$ cat src/rtl/cordic.sv
`timescale 1ns/1ps
// ---------------------------------------------------------------------------
// cordic
// Iterative CORDIC engine on signed Q16.16 operands. One micro-rotation is
// performed per clock in either the circular or the linear coordinate system,
// in rotation mode (drive z toward 0) or vectoring mode (drive y toward 0).
// Circular gain K is not compensated; callers pre-scale their operands.
//
// Ports:
//   clk          rising-edge clock
//   rst          synchronous, active-high reset
//   enable       start strobe, only honoured while idle
//   mode_op      0 = rotation, 1 = vectoring
//   mode_coord   2'b01 = circular, 2'b00 = linear, others = pass-through
//   x_in/y_in/z_in     signed Q16.16 operands, latched on start
//   x_out/y_out/z_out  signed Q16.16 results, held until the next result
//   valid        one-cycle pulse marking new results
// ---------------------------------------------------------------------------
module cordic #(
  parameter int WIDTH      = 32,
  parameter int ITERATIONS = 16
) (
  input  logic                    clk,
  input  logic                    rst,
  input  logic                    enable,
  input  logic                    mode_op,
  input  logic [1:0]              mode_coord,
  input  logic signed [WIDTH-1:0] x_in,
  input  logic signed [WIDTH-1:0] y_in,
  input  logic signed [WIDTH-1:0] z_in,
  output logic signed [WIDTH-1:0] x_out,
  output logic signed [WIDTH-1:0] y_out,
  output logic signed [WIDTH-1:0] z_out,
  output logic                    valid
);

  localparam int CW = $clog2(ITERATIONS + 1);
  localparam logic [1:0] COORD_LIN  = 2'b00;
  localparam logic [1:0] COORD_CIRC = 2'b01;
  // pi/2 in Q16.16
  localparam logic signed [WIDTH-1:0] HALF_PI = WIDTH'(102944);

  typedef enum logic [1:0] {
    IDLE,
    PREP,
    ITER,
    DONE
  } state_t;

  state_t                  state_q, state_d;
  logic [CW-1:0]           iter_q, iter_d;
  logic                    mode_op_q, mode_op_d;
  logic [1:0]              mode_coord_q, mode_coord_d;
  logic signed [WIDTH-1:0] x_q, x_d;
  logic signed [WIDTH-1:0] y_q, y_d;
  logic signed [WIDTH-1:0] z_q, z_d;
  logic signed [WIDTH-1:0] x_out_q, x_out_d;
  logic signed [WIDTH-1:0] y_out_q, y_out_d;
  logic signed [WIDTH-1:0] z_out_q, z_out_d;
  logic                    valid_q, valid_d;

  logic signed [WIDTH-1:0] x_shift;
  logic signed [WIDTH-1:0] y_shift;
  logic signed [WIDTH-1:0] e_i;
  logic                    dir_pos;
  logic                    is_circ;
  logic                    is_lin;

  // Elementary angles round(atan(2^-i) * 65536).
  function automatic logic signed [WIDTH-1:0] atan_lut(input int idx);
    logic signed [WIDTH-1:0] val;
    case (idx)
      0:       val = WIDTH'(51472);
      1:       val = WIDTH'(30386);
      2:       val = WIDTH'(16055);
      3:       val = WIDTH'(8150);
      4:       val = WIDTH'(4091);
      5:       val = WIDTH'(2047);
      6:       val = WIDTH'(1024);
      7:       val = WIDTH'(512);
      8:       val = WIDTH'(256);
      9:       val = WIDTH'(128);
      10:      val = WIDTH'(64);
      11:      val = WIDTH'(32);
      12:      val = WIDTH'(16);
      13:      val = WIDTH'(8);
      14:      val = WIDTH'(4);
      15:      val = WIDTH'(2);
      default: val = '0;
    endcase
    return val;
  endfunction

  // Linear-system step sizes 2^-i in Q16.16.
  function automatic logic signed [WIDTH-1:0] lin_lut(input int idx);
    logic signed [WIDTH-1:0] one;
    one = WIDTH'(65536);
    return one >>> idx;
  endfunction

  // Arithmetic shifts keep the sign of negative operands.
  assign x_shift = x_q >>> iter_q;
  assign y_shift = y_q >>> iter_q;
  assign is_circ = (mode_coord_q == COORD_CIRC);
  assign is_lin  = (mode_coord_q == COORD_LIN);
  assign e_i     = is_circ ? atan_lut(int'(iter_q)) : lin_lut(int'(iter_q));

  // Rotation steers on the sign of z, vectoring on the sign of y.
  assign dir_pos = mode_op_q ? y_q[WIDTH-1] : ~z_q[WIDTH-1];

  // Next-state and datapath logic. Every register holds by default; valid
  // only rises in the DONE state. Reserved coordinate codes skip both the
  // quadrant fix-up and the micro-rotations, so the operands come out as-is.
  always_comb begin
    state_d      = state_q;
    iter_d       = iter_q;
    mode_op_d    = mode_op_q;
    mode_coord_d = mode_coord_q;
    x_d          = x_q;
    y_d          = y_q;
    z_d          = z_q;
    x_out_d      = x_out_q;
    y_out_d      = y_out_q;
    z_out_d      = z_out_q;
    valid_d      = 1'b0;

    case (state_q)
      IDLE: begin
        if (enable) begin
          mode_op_d    = mode_op;
          mode_coord_d = mode_coord;
          x_d          = x_in;
          y_d          = y_in;
          z_d          = z_in;
          iter_d       = '0;
          state_d      = PREP;
        end
      end

      PREP: begin
        // Quarter-turn pre-rotation extends circular convergence to +/-pi.
        if (is_circ) begin
          if (!mode_op_q) begin
            if (z_q > HALF_PI) begin
              x_d = -y_q;
              y_d = x_q;
              z_d = z_q - HALF_PI;
            end else if (z_q < -HALF_PI) begin
              x_d = y_q;
              y_d = -x_q;
              z_d = z_q + HALF_PI;
            end
          end else if (x_q[WIDTH-1]) begin
            if (!y_q[WIDTH-1]) begin
              x_d = y_q;
              y_d = -x_q;
              z_d = z_q + HALF_PI;
            end else begin
              x_d = -y_q;
              y_d = x_q;
              z_d = z_q - HALF_PI;
            end
          end
        end
        iter_d  = '0;
        state_d = ITER;
      end

      ITER: begin
        if (is_circ || is_lin) begin
          if (dir_pos) begin
            y_d = y_q + x_shift;
            z_d = z_q - e_i;
            if (is_circ) begin
              x_d = x_q - y_shift;
            end
          end else begin
            y_d = y_q - x_shift;
            z_d = z_q + e_i;
            if (is_circ) begin
              x_d = x_q + y_shift;
            end
          end
        end
        if (iter_q == CW'(ITERATIONS - 1)) begin
          state_d = DONE;
        end else begin
          iter_d = iter_q + CW'(1);
        end
      end

      DONE: begin
        x_out_d = x_q;
        y_out_d = y_q;
        z_out_d = z_q;
        valid_d = 1'b1;
        iter_d  = '0;
        state_d = IDLE;
      end

      default: begin
        state_d = IDLE;
      end
    endcase
  end

  // State and datapath registers; reset aborts any computation in flight
  // and clears the visible results.
  always_ff @(posedge clk) begin
    if (rst) begin
      state_q      <= IDLE;
      iter_q       <= '0;
      mode_op_q    <= 1'b0;
      mode_coord_q <= 2'b00;
      x_q          <= '0;
      y_q          <= '0;
      z_q          <= '0;
      x_out_q      <= '0;
      y_out_q      <= '0;
      z_out_q      <= '0;
      valid_q      <= 1'b0;
    end else begin
      state_q      <= state_d;
      iter_q       <= iter_d;
      mode_op_q    <= mode_op_d;
      mode_coord_q <= mode_coord_d;
      x_q          <= x_d;
      y_q          <= y_d;
      z_q          <= z_d;
      x_out_q      <= x_out_d;
      y_out_q      <= y_out_d;
      z_out_q      <= z_out_d;
      valid_q      <= valid_d;
    end
  end

  assign x_out = x_out_q;
  assign y_out = y_out_q;
  assign z_out = z_out_q;
  assign valid = valid_q;

endmodule

$ cat config.mk
export PLATFORM = sky130hd
export DESIGN_NAME = cordic
export DESIGN_NICKNAME = d
export VERILOG_FILES = /design/src/rtl/cordic.sv
export SDC_FILE = /design/constraint.sdc
export NUM_CORES = 1
export LEC_CHECK = 0
export ABC_CLOCK_PERIOD_IN_PS = 9690
export CAP_MARGIN = 20
export CELL_PAD_IN_SITES_DETAIL_PLACEMENT = 0
export CELL_PAD_IN_SITES_GLOBAL_PLACEMENT = 1
export CORE_MARGIN = 2
export CORE_UTILIZATION = 35
export DETAILED_ROUTE_END_ITERATION = 10
export GPL_TIMING_DRIVEN = 0
export PLACE_DENSITY_LB_ADDON = 0.1
export SYNTH_ARGS = -nofsm -noshare
export SYNTH_HDL_FRONTEND = slang
export SYNTH_SLANG_ARGS = --single-unit
$ cat constraint.sdc
create_clock -name clk -period 9.69 [get_ports clk]
set_clock_uncertainty 0.2 [all_clocks]
set_input_delay 1.4535 -clock clk [delete_from_list [all_inputs] [get_ports clk]]
set_output_delay 1.4535 -clock clk [all_outputs]
set_load 0.01 [all_outputs]
## Yosys cells after proc, flatten, opt, wreduce, memory -nomap -nowiden

Memories as Yosys holds them, arrays and structs flattened. A register that Yosys moved wholly into a read port is not among the register bits.
Cells that the tools add are included.

| cells by class | value |
|---|---|
| add/sub/neg operators | 11 |
| magnitude comparators | 2 |
| equality and inequality tests | 13 |
| shift-type cells | 3 |
| mux-type cells | 44 |
| bitwise operators | 1 |
| reductions and logical operators | 11 |

Operators by type and width:

| kind | number |
|---|---|
| $mux W32 | 31 |
| $pmux W32 S3 | 3 |
| $add A32 B32 Y32 | 3 |
| $sub A32 B32 Y32 | 3 |
| $neg A32 Y32 | 2 |
| $sshr A32 B5 Y32 | 2 |
| $add A32 B18 Y32 const B | 1 |
| $gt A32 B18 Y1 const B | 1 |
| $lt A32 B18 Y1 const B | 1 |
| $sshr A18 B5 Y32 const A | 1 |
| $sub A32 B18 Y32 const B | 1 |
| $pmux W5 S3 | 1 |
| $ne A2 B2 Y1 const B | 6 |
| $reduce_and A6 Y1 | 2 |
| $mux W5 | 2 |
| $mux W4 | 2 |
| $pmux W2 S4 | 1 |
| $reduce_and A7 Y1 | 1 |
| $reduce_and A2 Y1 | 3 |
| $add A5 B1 Y5 const B | 1 |
| $eq A5 B4 Y1 const B | 1 |
| $eq A2 B1 Y1 const B | 2 |
| $eq A2 B2 Y1 const B | 2 |
| $logic_not A2 Y1 | 2 |
| other kinds (8) | 10 |

| word-level totals | value |
|---|---|
| bits in registers | 203 |
| bits in read-only memories | 256 |
| word-level logic and storage cells | 98 |
| memories | 1 |

Memories:

| name | depth | width | rd ports | clocked after memory_dff | write ports | line | source |
|---|---|---|---|---|---|---|---|
| (name not given) | 16 | 16 | 1 | 1 | 0 | 72 | `case (idx)` |

## Longest topological paths before layout

| depth | value |
|---|---|
| depth in word-level cells | 6 |
| gate-level depth with buffers | 31 |

## Worst setup path before layout

No wires, ideal clock.

| timing | value |
|---|---|
| kind | register to register |
| start point | register iter_q[4] |
| end point | register x_q[31] |
| setup time | 86 ps |
| arrival time | 6,656 ps |
| required time | 9,404 ps |
| path slack | 2,748 ps |
| stages on the path, launching flop included | 31 |
| cells stage by stage | dfxtp_1 -> clkbuf_1 -> clkbuf_1 -> buf_1 -> buf_1 -> clkbuf_1 -> buf_1 -> clkbuf_1 -> clkbuf_1 -> clkbuf_1 -> a311oi_1 -> nor2_1 -> ha_1 -> and3b_1 -> and2_1 -> nand3_1 -> o21ai_0 -> xor2_1 -> ha_1 -> clkbuf_1 -> and3_1 -> a221o_1 -> a21oi_1 -> o21ai_0 -> a31oi_1 -> o311ai_0 -> a41oi_1 -> o21ai_0 -> xnor3_1 -> or3_1 -> a221oi_2 |

| on the way | value |
|---|---|
| word-level cells in the longest chain between the ends | 6 |
| elaborated cells between the ends (all ways) | 8 |

Ends and longest elaborated chain:

| element | line | source |
|---|---|---|
| from (decl) | 51 | `logic [CW-1:0] iter_q, iter_d;` |
| from (signal assigned) | 224 | `iter_q <= iter_d;` |
| $sshr A32 B5 Y32 (*) | 103 | `assign y_shift = y_q >>> iter_q;` |
| $add A32 B32 Y32 / $sub A32 B32 Y32 (equally long branches) | 181, 175 |  |
| $mux W32 (on tied branches) | 180, 174 |  |
| $mux W32 (*) | 171 | `if (dir_pos) begin` |
| $mux W32 (*) | 170 | `if (is_circ \|\| is_lin) begin` |
| $pmux W32 S3 (*) | 127 | `case (state_q)` |
| to (signal assigned) | 215 | `x_q <= '0;` |
| to (signal assigned) | 227 | `x_q <= x_d;` |
| to (decl) | 54 | `logic signed [WIDTH-1:0] x_q, x_d;` |

Mark *: on every way between the ends. The rest lies on a longest branch, timed or not. The select of a mux whose other input is x is not followed.
A chain may end at the register's enable or synchronous reset.

## Final worst setup path

Same ends and word-level chain as after synthesis.

==> parameters.txt <==
Parameter                              Value

Floorplanning
  I/O pin count    199
  Overall die area    0.0676 mm^2
  Initial Utilization    35.5%
  Width of the die    260 um
  Height of the die    260 um
  Floorplan row count    93
  Area of the core    0.0646 mm^2

Timing
  Smallest setup slack after layout    -0.121 ns
  Final-report max-slew violation count    0
  Final worst path period share    101%
  Setup repair after global routing missed its margin    true
  Highest achievable clock rate    102 MHz
  Post-layout minimum cycle time    9.81 ns
  Headroom to the max-slew limit    12.5%
  Transition time at the pin with the least slew margin    1.30 ns
  Total of endpoints with negative setup slack in the final report    1
  Number of hold violations in the final report    0

Logic synthesis
  Post-synth top area cell    dfxtp_1
  Combined area of all synthesized cells    0.0229 mm^2
  Gate Count Post-Synth    3008
  Yosys warnings    0
  Number of storage elements in the synthesis netlist    219
  Number of distinct library cells after synthesis    87
  Mean instance size in the synthesized netlist    7.62 um^2
  Top cell type's share of synthesized area    19.1%
  Number of enable flip-flop cells after synthesis    0
  Post-synthesis net count    3239
  Share of flip-flops with an asynchronous set or reset    0%
  Sequential share of the synthesized area    19.1%
  Area contributors post-synth    dfxtp_1, ha_1, nor2_1, mux4_2, mux2i_1
  Most used DFF post-synth    dfxtp_1

Placement
  Port Buffers    197
  Place WS    -2.01 ns
  Detailed Place HPWL    113 mm
  Number of placed instances, taps included    4065
  Final Wtd Congestion    1.01

Finish
  Utilization after layout    41.9%
  Number of nets in the finished design    3470
  Count of non-filler cells in the finished layout    4118
  Most frequent standard cell in the layout excluding fill and tap cells    nor2_1
  Layout cell share with drive strength beyond 1    7.39%
  Area Growth Syn to Fin    17.9%
  Highest-count cells in the layout ignoring fill and taps    nor2_1, a21oi_1, dfxtp_1

Worst setup path
  Worst Path Required    9.99 ns
  Worst Reg-to-Reg Cells    27
  Critical Path Start Type    flip-flop
  Startpoint of the most critical register-to-register path    iter_q[4]
  Arrival time of data at the critical path endpoint    10.11 ns
  Destination of the critical timing path    x_q[31]
  Worst setup path startpoint    iter_q[4]
  Largest fanout on the critical path    10
  Nature of the critical path endpoint    flip-flop
  Worst reg2reg path endpoint    x_q[31]
  Type of the worst setup path    reg -> reg
  Reg-to-reg setup timing slack    -0.12 ns

Pwr
  Cell Pwr Density    413 mW/mm^2
  IR drop worst, VDD    0.000204 V
  Leakage power of the design    10.1 nW

CTS
  Number of clock buffers inserted by TritonCTS    29
  Count of clock tree sinks    219
  Clock Tree Buf Depth    3
  CTS H-tree depth    1
  Clock Root Buffer    clkbuf_16
  Setup repair bufs after CTS    0
  Clock transition at the registers of the reported paths    0.06 ns
  Quantity of hold-fixing buffers added after cts    0
  Clock tree from TritonCTS    built
  Clock insertion delay at the later pin of the skew report    0.63 ns
  Post-CTS resize count    9

Drt
  Post-detailed-routing wire length    140 mm
  Antenna-violating nets left    0
  Detailed router's first-iteration violation count    3691
  First-pass detailed-route iteration total    9
  Drt drc    0
  Via count    26832
  Met2 Wirelength    59.1 mm
  WL met1    55.3 mm
  Amount of wire on met3 after detailed routing    14.3 mm
  Detailed-route wire length per cell    34.1 um
  Via density per instance    6.52
  Topmost layer with routed signal wires    met5

Global route
  Overall overflow remaining after global route    0
  Via count of the first global-routing pass    25356
  Pin count of the biggest net entering global routing    20
  First-pass GRT wire length    192 mm
  All-Layer GR Usage    40.2%
  Initial antenna violation count    11

Job
  Number of max-capacitance violations reported    0

Min path
  Hold path cells    2
  Path category of the worst min-delay check    reg -> reg

Outcome
  Violations in the final reports    negative setup slack
  Outcome    finished, violations left
==> where the power goes <==
group / switching (mW) / internal (mW)
sequential: 0.272 / 1.07
combinational: 5.87 / 2.83
clock: 0.496 / 0.618
total: 6.64 / 4.52
==> through the flow <==
step | TNS [ns] | hold WS, ns | total power [mW] | instance area, um^2
global route | -0.0948 | 0.320 | 11.6 | 27000
finish | -0.121 | 0.292 | 11.2 | 27000
detailed placement | -33.71 | 0.280 | 9.64 | 26000
global placement | -36.67 | 0.276 | 9.61 | 26000
floorplan | 0 | 0.280 | 6.51 | 22900
CTS | 0 | 0.296 | 10.8 | 27000
==> kinds of logic (layout without fill, tap and decap cells) <==
family,Yosys count,count (layout),synth area share (%)
buffers and inverters,327,580,5.67
multiplexers,235,235,14.0
other,0,2,0
XOR/XNOR,212,212,8.16
AND/OR/NAND/NOR,1011,1011,20.5
flip-flops,219,219,19.1
adder cells (fa/ha/maj),129,129,7.14
AO/OA/AOI/OAI,875,875,25.4
==> routing by layer <==
metal  GRT usage (%)  up-vias
li1                -    11530
met1            50.8    13031
met2            60.8     1841
met3            8.91      426
met4            27.9        4
met5               0        -
==> how the worst min path moves through the flow <==
stage | startpoint | endpoint | slack [ns]
6_report | z_out[5] | z_out[5] | 0.29
5_1_grt | x_out[12] | x_out[12] | 0.32
4_1_cts | x_out[20] | x_out[20] | 0.30
3_5_place_dp | x_out[20] | x_out[20] | 0.28
3_3_place_gp | x_out[22] | x_out[22] | 0.28
2_1_floorplan | z_q[26] | z_q[26] | 0.28
==> worst max-delay path, stage by stage (launching register included) <==
cell	delay, ns
dfxtp_1	0.31
clkbuf_2	0.22
inv_1	0.11
clkbuf_1	0.60
buf_1	0.71
buf_1	0.83
clkbuf_1	0.71
nor2_1	0.14
nor2_1	0.41
ha_1	0.25
and3b_1	0.18
and2_1	0.21
nand3_1	0.22
nor2_1	0.37
nor2_1	0.13
xor2_2	0.34
ha_1	0.40
a21oi_1	0.37
nor2_1	0.10
a2111oi_0	0.41
o21ai_0	0.16
a31oi_1	0.42
o311ai_0	0.37
a41oi_1	0.43
o21ai_0	0.22
xnor3_1	0.22
or3_1	0.33
a221oi_2	0.31
==> Yosys cell counts (14+ instances only) <==
cell type,number
nand3_1,55
o21a_1,36
or3_1,36
nand2_1,212
mux4_2,66
nor3_1,97
a21o_1,47
clkbuf_1,196
or2_2,20
ha_1,126
mux2_2,28
nor2b_1,24
o21ai_0,170
and3_1,31
o221ai_1,18
a221oi_1,54
buf_2,14
a22oi_1,22
o41ai_1,16
mux2i_1,141
dfxtp_1,219
nor2_1,403
buf_1,35
and2_1,21
nor4_1,22
a31oi_1,40
a211oi_1,32
a21oi_1,236
o211ai_1,33
xor2_1,83
o31ai_1,25
xnor2_1,128
inv_1,66
nand2b_1,29
==> layout make-up <==
type | count | area [um^2]
Antenna cell | 2 | 5.00
Clock inverter | 17 | 174
Timing Repair Buffer | 203 | 2030
Tap cell | 855 | 1070
Clock buffer | 36 | 792
Multi-Input combinational cell | 2462 | 17300
Sequential cell | 219 | 4380
Fill cell | 6753 | 37500
Inverter | 69 | 259
Buffer | 255 | 1050
==> flip-flops by register name (all words and copies together), names as in the netlist, named ones only <==
name,count
mode_op_q,1
x_q,32
mode_coord_q,2
z_out,32
y_out,32
iter_q,5
x_out,32
y_q,32
z_q,32
valid,1
state_q,2
Note: power is estimated with default switching activity, not from simulation.
